`src/rtl/vram_arbiter.sv`:
```
// Multi-requester VRAM arbiter: picks one channel per access, drives the
// active-low VRAM bus for ACCESS_CYCLES cycles, then pulses ack to the winner.
module vram_arbiter #(
  parameter int NUM_PORTS      = 2,
  parameter int ADDR_WIDTH     = 16,
  parameter int DATA_WIDTH     = 16,
  parameter int ACCESS_CYCLES  = 1,
  parameter int PORT0_PRIORITY = 1
) (
  input  logic                                clk,
  input  logic                                _reset,
  input  logic [NUM_PORTS-1:0]                req,
  input  logic [NUM_PORTS-1:0]                req_wr,
  input  logic [NUM_PORTS*(DATA_WIDTH/8)-1:0] req_be,
  input  logic [NUM_PORTS*ADDR_WIDTH-1:0]     req_addr,
  input  logic [NUM_PORTS*DATA_WIDTH-1:0]     req_wdata,
  output logic [NUM_PORTS-1:0]                ack,
  output logic [NUM_PORTS-1:0]                grant,
  output logic [DATA_WIDTH-1:0]               rdata,
  output logic                                _vram_en,
  output logic                                _vram_rd,
  output logic                                _vram_wr,
  output logic [DATA_WIDTH/8-1:0]             _vram_be,
  output logic [ADDR_WIDTH-1:0]               vram_addr,
  output logic [DATA_WIDTH-1:0]               vram_wdata,
  output logic                                vram_data_oe,
  input  logic [DATA_WIDTH-1:0]               vram_rdata,
  output logic [1:0]                          dbg_state
);

  // Handshake: a requester raises req[i] with its wr/be/addr/wdata and holds
  // them until ack[i] pulses for one cycle; req is only sampled in IDLE, so
  // changes during an access are ignored and the access always completes.

  localparam int BE_W  = DATA_WIDTH / 8;
  localparam int IDX_W = (NUM_PORTS > 1) ? $clog2(NUM_PORTS) : 1;
  localparam logic [3:0]           CNT_LOAD = 4'(ACCESS_CYCLES - 1);
  localparam logic [IDX_W-1:0]     LAST_RST = IDX_W'(NUM_PORTS - 1);
  localparam logic [NUM_PORTS-1:0] ONE_HOT0 = NUM_PORTS'(1);

  typedef enum logic [1:0] {
    IDLE   = 2'd0,
    ACCESS = 2'd1,
    DONE   = 2'd2
  } state_t;

  state_t                 state, state_nxt;
  logic [3:0]             cnt, cnt_nxt;
  logic [IDX_W-1:0]       win, win_nxt;
  logic [IDX_W-1:0]       last_grant, last_nxt;
  logic                   cur_wr, cur_wr_nxt;

  logic                   en_n_nxt, rd_n_nxt, wr_n_nxt, oe_nxt;
  logic [BE_W-1:0]        be_n_nxt;
  logic [ADDR_WIDTH-1:0]  addr_nxt;
  logic [DATA_WIDTH-1:0]  wdata_nxt, rdata_nxt;
  logic [NUM_PORTS-1:0]   ack_nxt, grant_nxt;

  logic                   found;
  logic [IDX_W-1:0]       pick;
  logic                   sel_wr;
  logic [BE_W-1:0]        sel_be;
  logic [ADDR_WIDTH-1:0]  sel_addr;
  logic [DATA_WIDTH-1:0]  sel_wdata;

  assign dbg_state = state;

  // Round-robin: first pass covers ports above last_grant, second pass wraps.
  always_comb begin
    found = 1'b0;
    pick  = '0;
    if (PORT0_PRIORITY != 0 && req[0]) begin
      found = 1'b1;
    end else begin
      for (int p = 0; p < NUM_PORTS; p++) begin
        if (!found && req[p] && (IDX_W'(p) > last_grant)) begin
          pick  = IDX_W'(p);
          found = 1'b1;
        end
      end
      for (int p = 0; p < NUM_PORTS; p++) begin
        if (!found && req[p]) begin
          pick  = IDX_W'(p);
          found = 1'b1;
        end
      end
    end
  end

  always_comb begin
    sel_wr    = 1'b0;
    sel_be    = '0;
    sel_addr  = '0;
    sel_wdata = '0;
    for (int p = 0; p < NUM_PORTS; p++) begin
      if (pick == IDX_W'(p)) begin
        sel_wr    = req_wr[p];
        sel_be    = req_be[p*BE_W +: BE_W];
        sel_addr  = req_addr[p*ADDR_WIDTH +: ADDR_WIDTH];
        sel_wdata = req_wdata[p*DATA_WIDTH +: DATA_WIDTH];
      end
    end
  end

  always_comb begin
    state_nxt  = state;
    cnt_nxt    = cnt;
    win_nxt    = win;
    last_nxt   = last_grant;
    cur_wr_nxt = cur_wr;
    en_n_nxt   = _vram_en;
    rd_n_nxt   = _vram_rd;
    wr_n_nxt   = _vram_wr;
    be_n_nxt   = _vram_be;
    oe_nxt     = vram_data_oe;
    addr_nxt   = vram_addr;
    wdata_nxt  = vram_wdata;
    rdata_nxt  = rdata;
    ack_nxt    = '0;
    grant_nxt  = grant;
    unique case (state)
      IDLE: begin
        if (found) begin
          state_nxt  = ACCESS;
          win_nxt    = pick;
          cur_wr_nxt = sel_wr;
          cnt_nxt    = CNT_LOAD;
          grant_nxt  = ONE_HOT0 << pick;
          en_n_nxt   = 1'b0;
          rd_n_nxt   = sel_wr;
          wr_n_nxt   = ~sel_wr;
          be_n_nxt   = ~sel_be;
          oe_nxt     = sel_wr;
          addr_nxt   = sel_addr;
          wdata_nxt  = sel_wdata;
        end
      end
      ACCESS: begin
        if (cnt == 4'd0) begin
          state_nxt = DONE;
          if (!cur_wr) rdata_nxt = vram_rdata;
          // Releasing the bus here gives DONE its turnaround cycle.
          en_n_nxt  = 1'b1;
          rd_n_nxt  = 1'b1;
          wr_n_nxt  = 1'b1;
          be_n_nxt  = '1;
          oe_nxt    = 1'b0;
          ack_nxt   = grant;
        end else begin
          cnt_nxt = cnt - 4'd1;
        end
      end
      DONE: begin
        state_nxt = IDLE;
        last_nxt  = win;
        grant_nxt = '0;
      end
      default: state_nxt = IDLE;
    endcase
  end

  always_ff @(posedge clk or negedge _reset) begin
    if (!_reset) begin
      state        <= IDLE;
      cnt          <= 4'd0;
      win          <= '0;
      last_grant   <= LAST_RST;
      cur_wr       <= 1'b0;
      _vram_en     <= 1'b1;
      _vram_rd     <= 1'b1;
      _vram_wr     <= 1'b1;
      _vram_be     <= '1;
      vram_data_oe <= 1'b0;
      vram_addr    <= '0;
      vram_wdata   <= '0;
      rdata        <= '0;
      ack          <= '0;
      grant        <= '0;
    end else begin
      state        <= state_nxt;
      cnt          <= cnt_nxt;
      win          <= win_nxt;
      last_grant   <= last_nxt;
      cur_wr       <= cur_wr_nxt;
      _vram_en     <= en_n_nxt;
      _vram_rd     <= rd_n_nxt;
      _vram_wr     <= wr_n_nxt;
      _vram_be     <= be_n_nxt;
      vram_data_oe <= oe_nxt;
      vram_addr    <= addr_nxt;
      vram_wdata   <= wdata_nxt;
      rdata        <= rdata_nxt;
      ack          <= ack_nxt;
      grant        <= grant_nxt;
    end
  end

endmodule

```
`config.mk`:
```
export PLATFORM = sky130hd
export DESIGN_NAME = vram_arbiter
export DESIGN_NICKNAME = d
export VERILOG_FILES = /design/src/rtl/vram_arbiter.sv
export SDC_FILE = /design/constraint.sdc
export NUM_CORES = 1
export LEC_CHECK = 0
export ABC_AREA = 0
export CORE_MARGIN = 3
export CORE_UTILIZATION = 40
export CTS_CLUSTER_DIAMETER = 30
export DETAILED_ROUTE_END_ITERATION = 8
export PLACE_DENSITY = 0.86
export SYNTH_ARGS = -nofsm -noshare
export SYNTH_HDL_FRONTEND = slang
export SYNTH_SLANG_ARGS = --single-unit
```
`constraint.sdc`:
```
create_clock -name clk -period 2.6 [get_ports clk]
set_clock_uncertainty 0.15 [all_clocks]
set_input_delay 0.39 -clock clk [delete_from_list [all_inputs] [get_ports clk]]
set_output_delay 0.39 -clock clk [all_outputs]
set_load 0.01 [all_outputs]
```
Word level (Yosys, flattened, before mapping) --
Index checks and enable logic that the tools add are counted.
Storage, ports and cells: logic and storage cells 83, bits in registers 67, output and inout port bits 60, input port bits 90
Cells by class: bitwise operators 3, order comparisons 2, $add $sub $neg 1, multiplexer cells 38, shift-type cells 1, reduce and logical (&&, ||, !) cells 18, equal/unequal tests 5
Operators by type and width (number):
- $mux W16 | 2
- $mux W1 | 18
- $mux W2 | 8
- $pmux W2 S2 | 3
- $reduce_and A3 Y1 | 3
- $mux W4 | 2
- $pmux W1 S2 | 4
- $pmux W4 S2 | 1
- $ne A2 B2 Y1 const B | 3
- $reduce_and A2 Y1 | 3
- $logic_and A1 B1 Y1 | 5
- $logic_not A4 Y1 | 1
- $reduce_bool A2 Y1 | 2
- $sub A4 B1 Y4 const B | 1
- $logic_not A1 Y1 | 3
- $eq A2 B1 Y1 const B | 1
- $eq A2 B2 Y1 const B | 1
- $gt A1 B1 Y1 const A | 2
- $logic_not A2 Y1 | 1
- $not A1 Y1 | 2
- $not A2 Y2 | 1
- $shl A1 B1 Y2 const A | 1

Longest topological paths before layout --
Gate-level depths: netlist of run 1.
word-level depth 21, depth in mapped cells 7, mapped depth without buffers 5

Worst setup path before layout of run 1 --
No wires, ideal clock.
kind reg-to-reg, from register cnt[0], to register rdata[10], path buffers 2, data arrival time 1813 ps, period minus slack after synthesis 2088 ps, cell stages (with the launch flop) 8, data required time 2325 ps, library setup time 125 ps, setup slack 512 ps, cell sequence dfrtp_1 inv_1 ha_1 nor3b_4 or3b_1 buf_6 buf_12 mux2_4
On the way: longest elaborated chain between the ends 2
Ends and longest elaborated chain:
- from (decl) | line 48 | logic [3:0] cnt, cnt_nxt;
- from (signal assigned) | line 181 | cnt <= cnt_nxt;
- $logic_not A4 Y1 | line 139 | if (cnt == 4'd0) begin
- $reduce_and A3 Y1 (no source line)
- to (signal assigned) | line 192 | rdata <= rdata_nxt;
- to (decl) | line 19 | output logic [DATA_WIDTH-1:0] rdata,
No other way between the ends. A chain may end at the register's enable or synchronous reset.

Final worst setup path of run 1 --
from register cnt[0], to register rdata[12]
The elaborated chain is that of the path after synthesis.

==> results of run 1 <==
## flip-flops by register name, summed over array words and instances (netlist names), 2 cells and up
signal,cells
_vram_be,2
ack,2
cnt,4
dbg_state,2
grant,2
rdata,16
vram_addr,16
vram_wdata,16
## worst paths after layout
kind / startpoint / endpoint / depth (start not counted) / slack, ns
worst min register to register: vram_wdata[10]$_DFFE_PN0P_ / vram_wdata[10]$_DFFE_PN0P_ / 2 / 0.35
min in group asynchronous: _reset / dbg_state[0]$_DFFE_PN0P_ / 2 / 0.44
worst max register to register: cnt[0]$_DFFE_PN0P_ / rdata[12]$_DFFE_PN0P_ / 5 / 0.19
worst min-delay path: vram_wdata[10]$_DFFE_PN0P_ / vram_wdata[10]$_DFFE_PN0P_ / 2 / 0.35
max in group asynchronous: _reset / _vram_wr$_DFFE_PN1P_ / 3 / 1.09
worst max-delay path: cnt[0]$_DFFE_PN0P_ / rdata[12]$_DFFE_PN0P_ / 5 / 0.19
## power by group
group / total [mW] / switching [mW] / internal [mW]
clock network: 0.843 / 0.397 / 0.446
registers: 1.82 / 0.293 / 1.52
logic: 2.39 / 1.01 / 1.38
## worst reg2reg max path: stages (launching register included)
cell and delay, ns:
sky130_fd_sc_hd__dfrtp_1 0.43, sky130_fd_sc_hd__inv_1 0.08, sky130_fd_sc_hd__ha_1 0.18, sky130_fd_sc_hd__nor3b_4 0.29
sky130_fd_sc_hd__or3b_1 0.73, sky130_fd_sc_hd__mux2_4 0.44
## per-layer routing
layer	up-vias	routed length (microns)	track usage, %
met2	115	4020	33.2
met5	-	0	0
li1	1204	-	-
met4	0	102	5.94
met1	1227	3190	22.6
met3	8	699	7.14
## cell usage after synthesis (3+ instances only)
cell / instances / share of area, %
sky130_fd_sc_hd__inv_1: 5 / 0.64
sky130_fd_sc_hd__dfrtp_1: 60 / 51
sky130_fd_sc_hd__mux2_4: 10 / 5.1
sky130_fd_sc_hd__o21ai_1: 4 / 0.68
sky130_fd_sc_hd__a22oi_1: 3 / 0.76
sky130_fd_sc_hd__dfstp_2: 5 / 4.5
sky130_fd_sc_hd__clkbuf_1: 15 / 1.9
sky130_fd_sc_hd__o21ai_0: 69 / 12
sky130_fd_sc_hd__nor2_1: 3 / 0.38
sky130_fd_sc_hd__mux2i_1: 33 / 11
sky130_fd_sc_hd__nor3_1: 3 / 0.51
sky130_fd_sc_hd__buf_2: 4 / 0.68
sky130_fd_sc_hd__nand2_1: 3 / 0.38
sky130_fd_sc_hd__mux2_2: 6 / 2.3
## per-stage QoR
stage	instances	setup slack [ns]	area (sq um)	hold WS, ns	power, mW
after global routing	502	0.0743	4730	0.374	5.39
after detailed placement	485	0.197	4520	0.268	4.25
after CTS	502	0.195	4730	0.353	5.11
final	502	0.195	4730	0.349	5.05
after floorplan	252	0.512	2940	-0.0556	2.96
after global placement	485	0.288	4520	0.267	4.15
## timing repair
item                      in CTS  in global routing
hold buffers                   1                  0
hold endpoints to repair      22                  0
gates resized for setup        0                  0
## area by class of cell
class,instances,area [sq um]
Fill cell,551,2260
Sequential cell,65,1630
Timing Repair Buffer,159,1560
Multi-Input combinational cell,161,1190
Clock buffer,10,128
Tap cell,96,120
Clock inverter,6,68.8
Inverter,5,18.8
## kinds of logic (layout without fill, tap and decap cells)
family	after synthesis	count (layout)
flip-flops	65	65
multiplexers	49	49
AND/OR/NAND/NOR	23	23
AO/OA/AOI/OAI	88	88
adder cells (fa/ha/maj)	1	1
buffers and inverters	26	180
==> summary.log, run 1 <==
qor: critical_path.critical_path.max_stage_delay 0.73 ns
qor: timing.fmax 0.416 GHz
qor: critical_path.crit_path_required_time 2.67 ns
qor: placement.placed_wire_length_estimate_after_detailed_placement 6120 microns
qor: power.cellPowerDensity 1070 mW/mm^2
qor: floorplan.floorplan.initialDensity 42.2%
qor: timing.final.min_clock_period 2.41 ns
qor: floorplan.die_w 91.8 microns
qor: timing.fin_setup_tns 0 ns
qor: timing.grt_setup_unrepaired no
qor: route.firstDrtPassIters 4
qor: clock_tree.cts-buffers-inserted 9
qor: clock_tree.tritoncts built
qor: clock_tree.ctsLongestPathBuffers 2
qor: critical_path.cp.buffers_inverters 1
qor: floorplan.fp.dieH 91.8 microns
qor: logic_synthesis.synthesized_area 0.00294 sq mm
qor: worst_hold_path.hold_path.class register to register
qor: floorplan.design.portCount 150
qor: timing.setup-violations-final 0
qor: route.avgViaCountPerCell 5.09
qor: route.wl_per_cell 16.0 microns
qor: logic_synthesis.dominantRegCellSynth sky130_fd_sc_hd__dfrtp_1
qor: logic_synthesis.ys_async_sr_fraction 100%
qor: run.count_of_max_cap_constraint_violations 0
qor: status.status finished clean
qor: route.detail_route.drc_violations 0
qor: critical_path.timing_worst_setup_path_type register to register
qor: cells_and_area.final_util 67.7%
qor: timing.relSlewSlack 44.9%
qor: timing.maxSlewViolCount 0
qor: grt.grt_first_pass_wirelength 13000 microns
qor: cells_and_area.area_growth 60.5%
qor: logic_synthesis.syn-num-nets 343
qor: logic_synthesis.synth.yosys.seq_area_share 55.5%
qor: logic_synthesis.yosys_register_bits 65
qor: timing.fin_crit_sh 92.5%
qor: logic_synthesis.yosys.cell_types.count 35
qor: critical_path.timing.critical_path.slowest_stage_cell sky130_fd_sc_hd__or3b_1
qor: logic_synthesis.synthXorXnorAreaFrac 0%
qor: timing.tightest_slew 0.827 ns
qor: logic_synthesis.synth-compound-area-share 16.4%
qor: cells_and_area.drive_above_1_share 13.1%
qor: grt.via_count_of_the_first_global_routing_pass 2651
qor: placement.gp_congestion 0.823
qor: logic_synthesis.synth_enable_flop_cells 0
qor: route.antenna_violating_nets_post_route 0
qor: cells_and_area.layout.nets 492
qor: grt.grt_use_total 19.4%
qor: grt.grt_start_max_net_pins 39
qor: clock_tree.clk_pin_slew 0.08 ns
qor: floorplan.placeableCoreArea 0.00698 sq mm
qor: grt.globalRouteOverflowTotal 0
qor: clock_tree.cts-htree-levels 3
qor: critical_path.critical_path_maximum_fanout 16
qor: power.vdd_ir_drop_max 0.000415 V
qor: route.number_of_vias_in_the_routed_layout 2554
qor: cells_and_area.layout.cells.most_common_list sky130_fd_sc_hd__clkdlybuf4s50_1 (148), sky130_fd_sc_hd__o21ai_0 (69), sky130_fd_sc_hd__dfrtp_1 (60), sky130_fd_sc_hd__mux2i_1 (33), sky130_fd_sc_hd__mux2_4 (10)
qor: route.dr.first_iter.drc_count 109
qor: clock_tree.numClockSinks 65
qor: grt.number_of_antenna_violations_at_the_first_check_in_global_routing 0
qor: clock_tree.clockRootBuffer sky130_fd_sc_hd__clkbuf_8
qor: power.power.leakage 2.09 nW
qor: route.total_routed_wirelength 8010 microns
qor: logic_synthesis.combinational_family_with_the_most_area_after_synthesis multiplexers
qor: critical_path.timing.critical_path.to_type register
qor: cells_and_area.num_antenna_cells 0
qor: logic_synthesis.synth_simple_gate_area_share 4.84%
qor: clock_tree.postCtsSetupRepairBufs 0
qor: clock_tree.clock_latency 0.33 ns
qor: placement.portBuffers 149
qor: floorplan.num_rows 30
qor: critical_path.arrival 2.48 ns
qor: logic_synthesis.synth_adder_area_share 0.425%
qor: critical_path.crit_path_start_kind register
qor: logic_synthesis.synth.yosys.warnings 0
qor: cells_and_area.commonest_non_fill_non_tap_cell_in_the_layout sky130_fd_sc_hd__clkdlybuf4s50_1
qor: critical_path.critical-path-top-delay-family simple AND/OR/NAND/NOR gates
qor: floorplan.dieArea 0.00843 sq mm
qor: logic_synthesis.synthMuxAreaShare 18.6%
qor: timing.number_of_endpoints_with_negative_hold_slack_in_the_final_report 0
qor: logic_synthesis.gate_count_post_synth 252
qor: critical_path.worstPathCellList inv_1 > ha_1 > nor3b_4 > or3b_1 > mux2_4
qor: logic_synthesis.synthesized_area_per_cell 11.7 sq um
Power figures use the tool's default switching activity.
==> run 2: changes to the inputs <==
CAP_MARGIN = 30   (was not set)
==> results of run 2 <==
Final layout, timing and power as in run 1 (identical DEF).
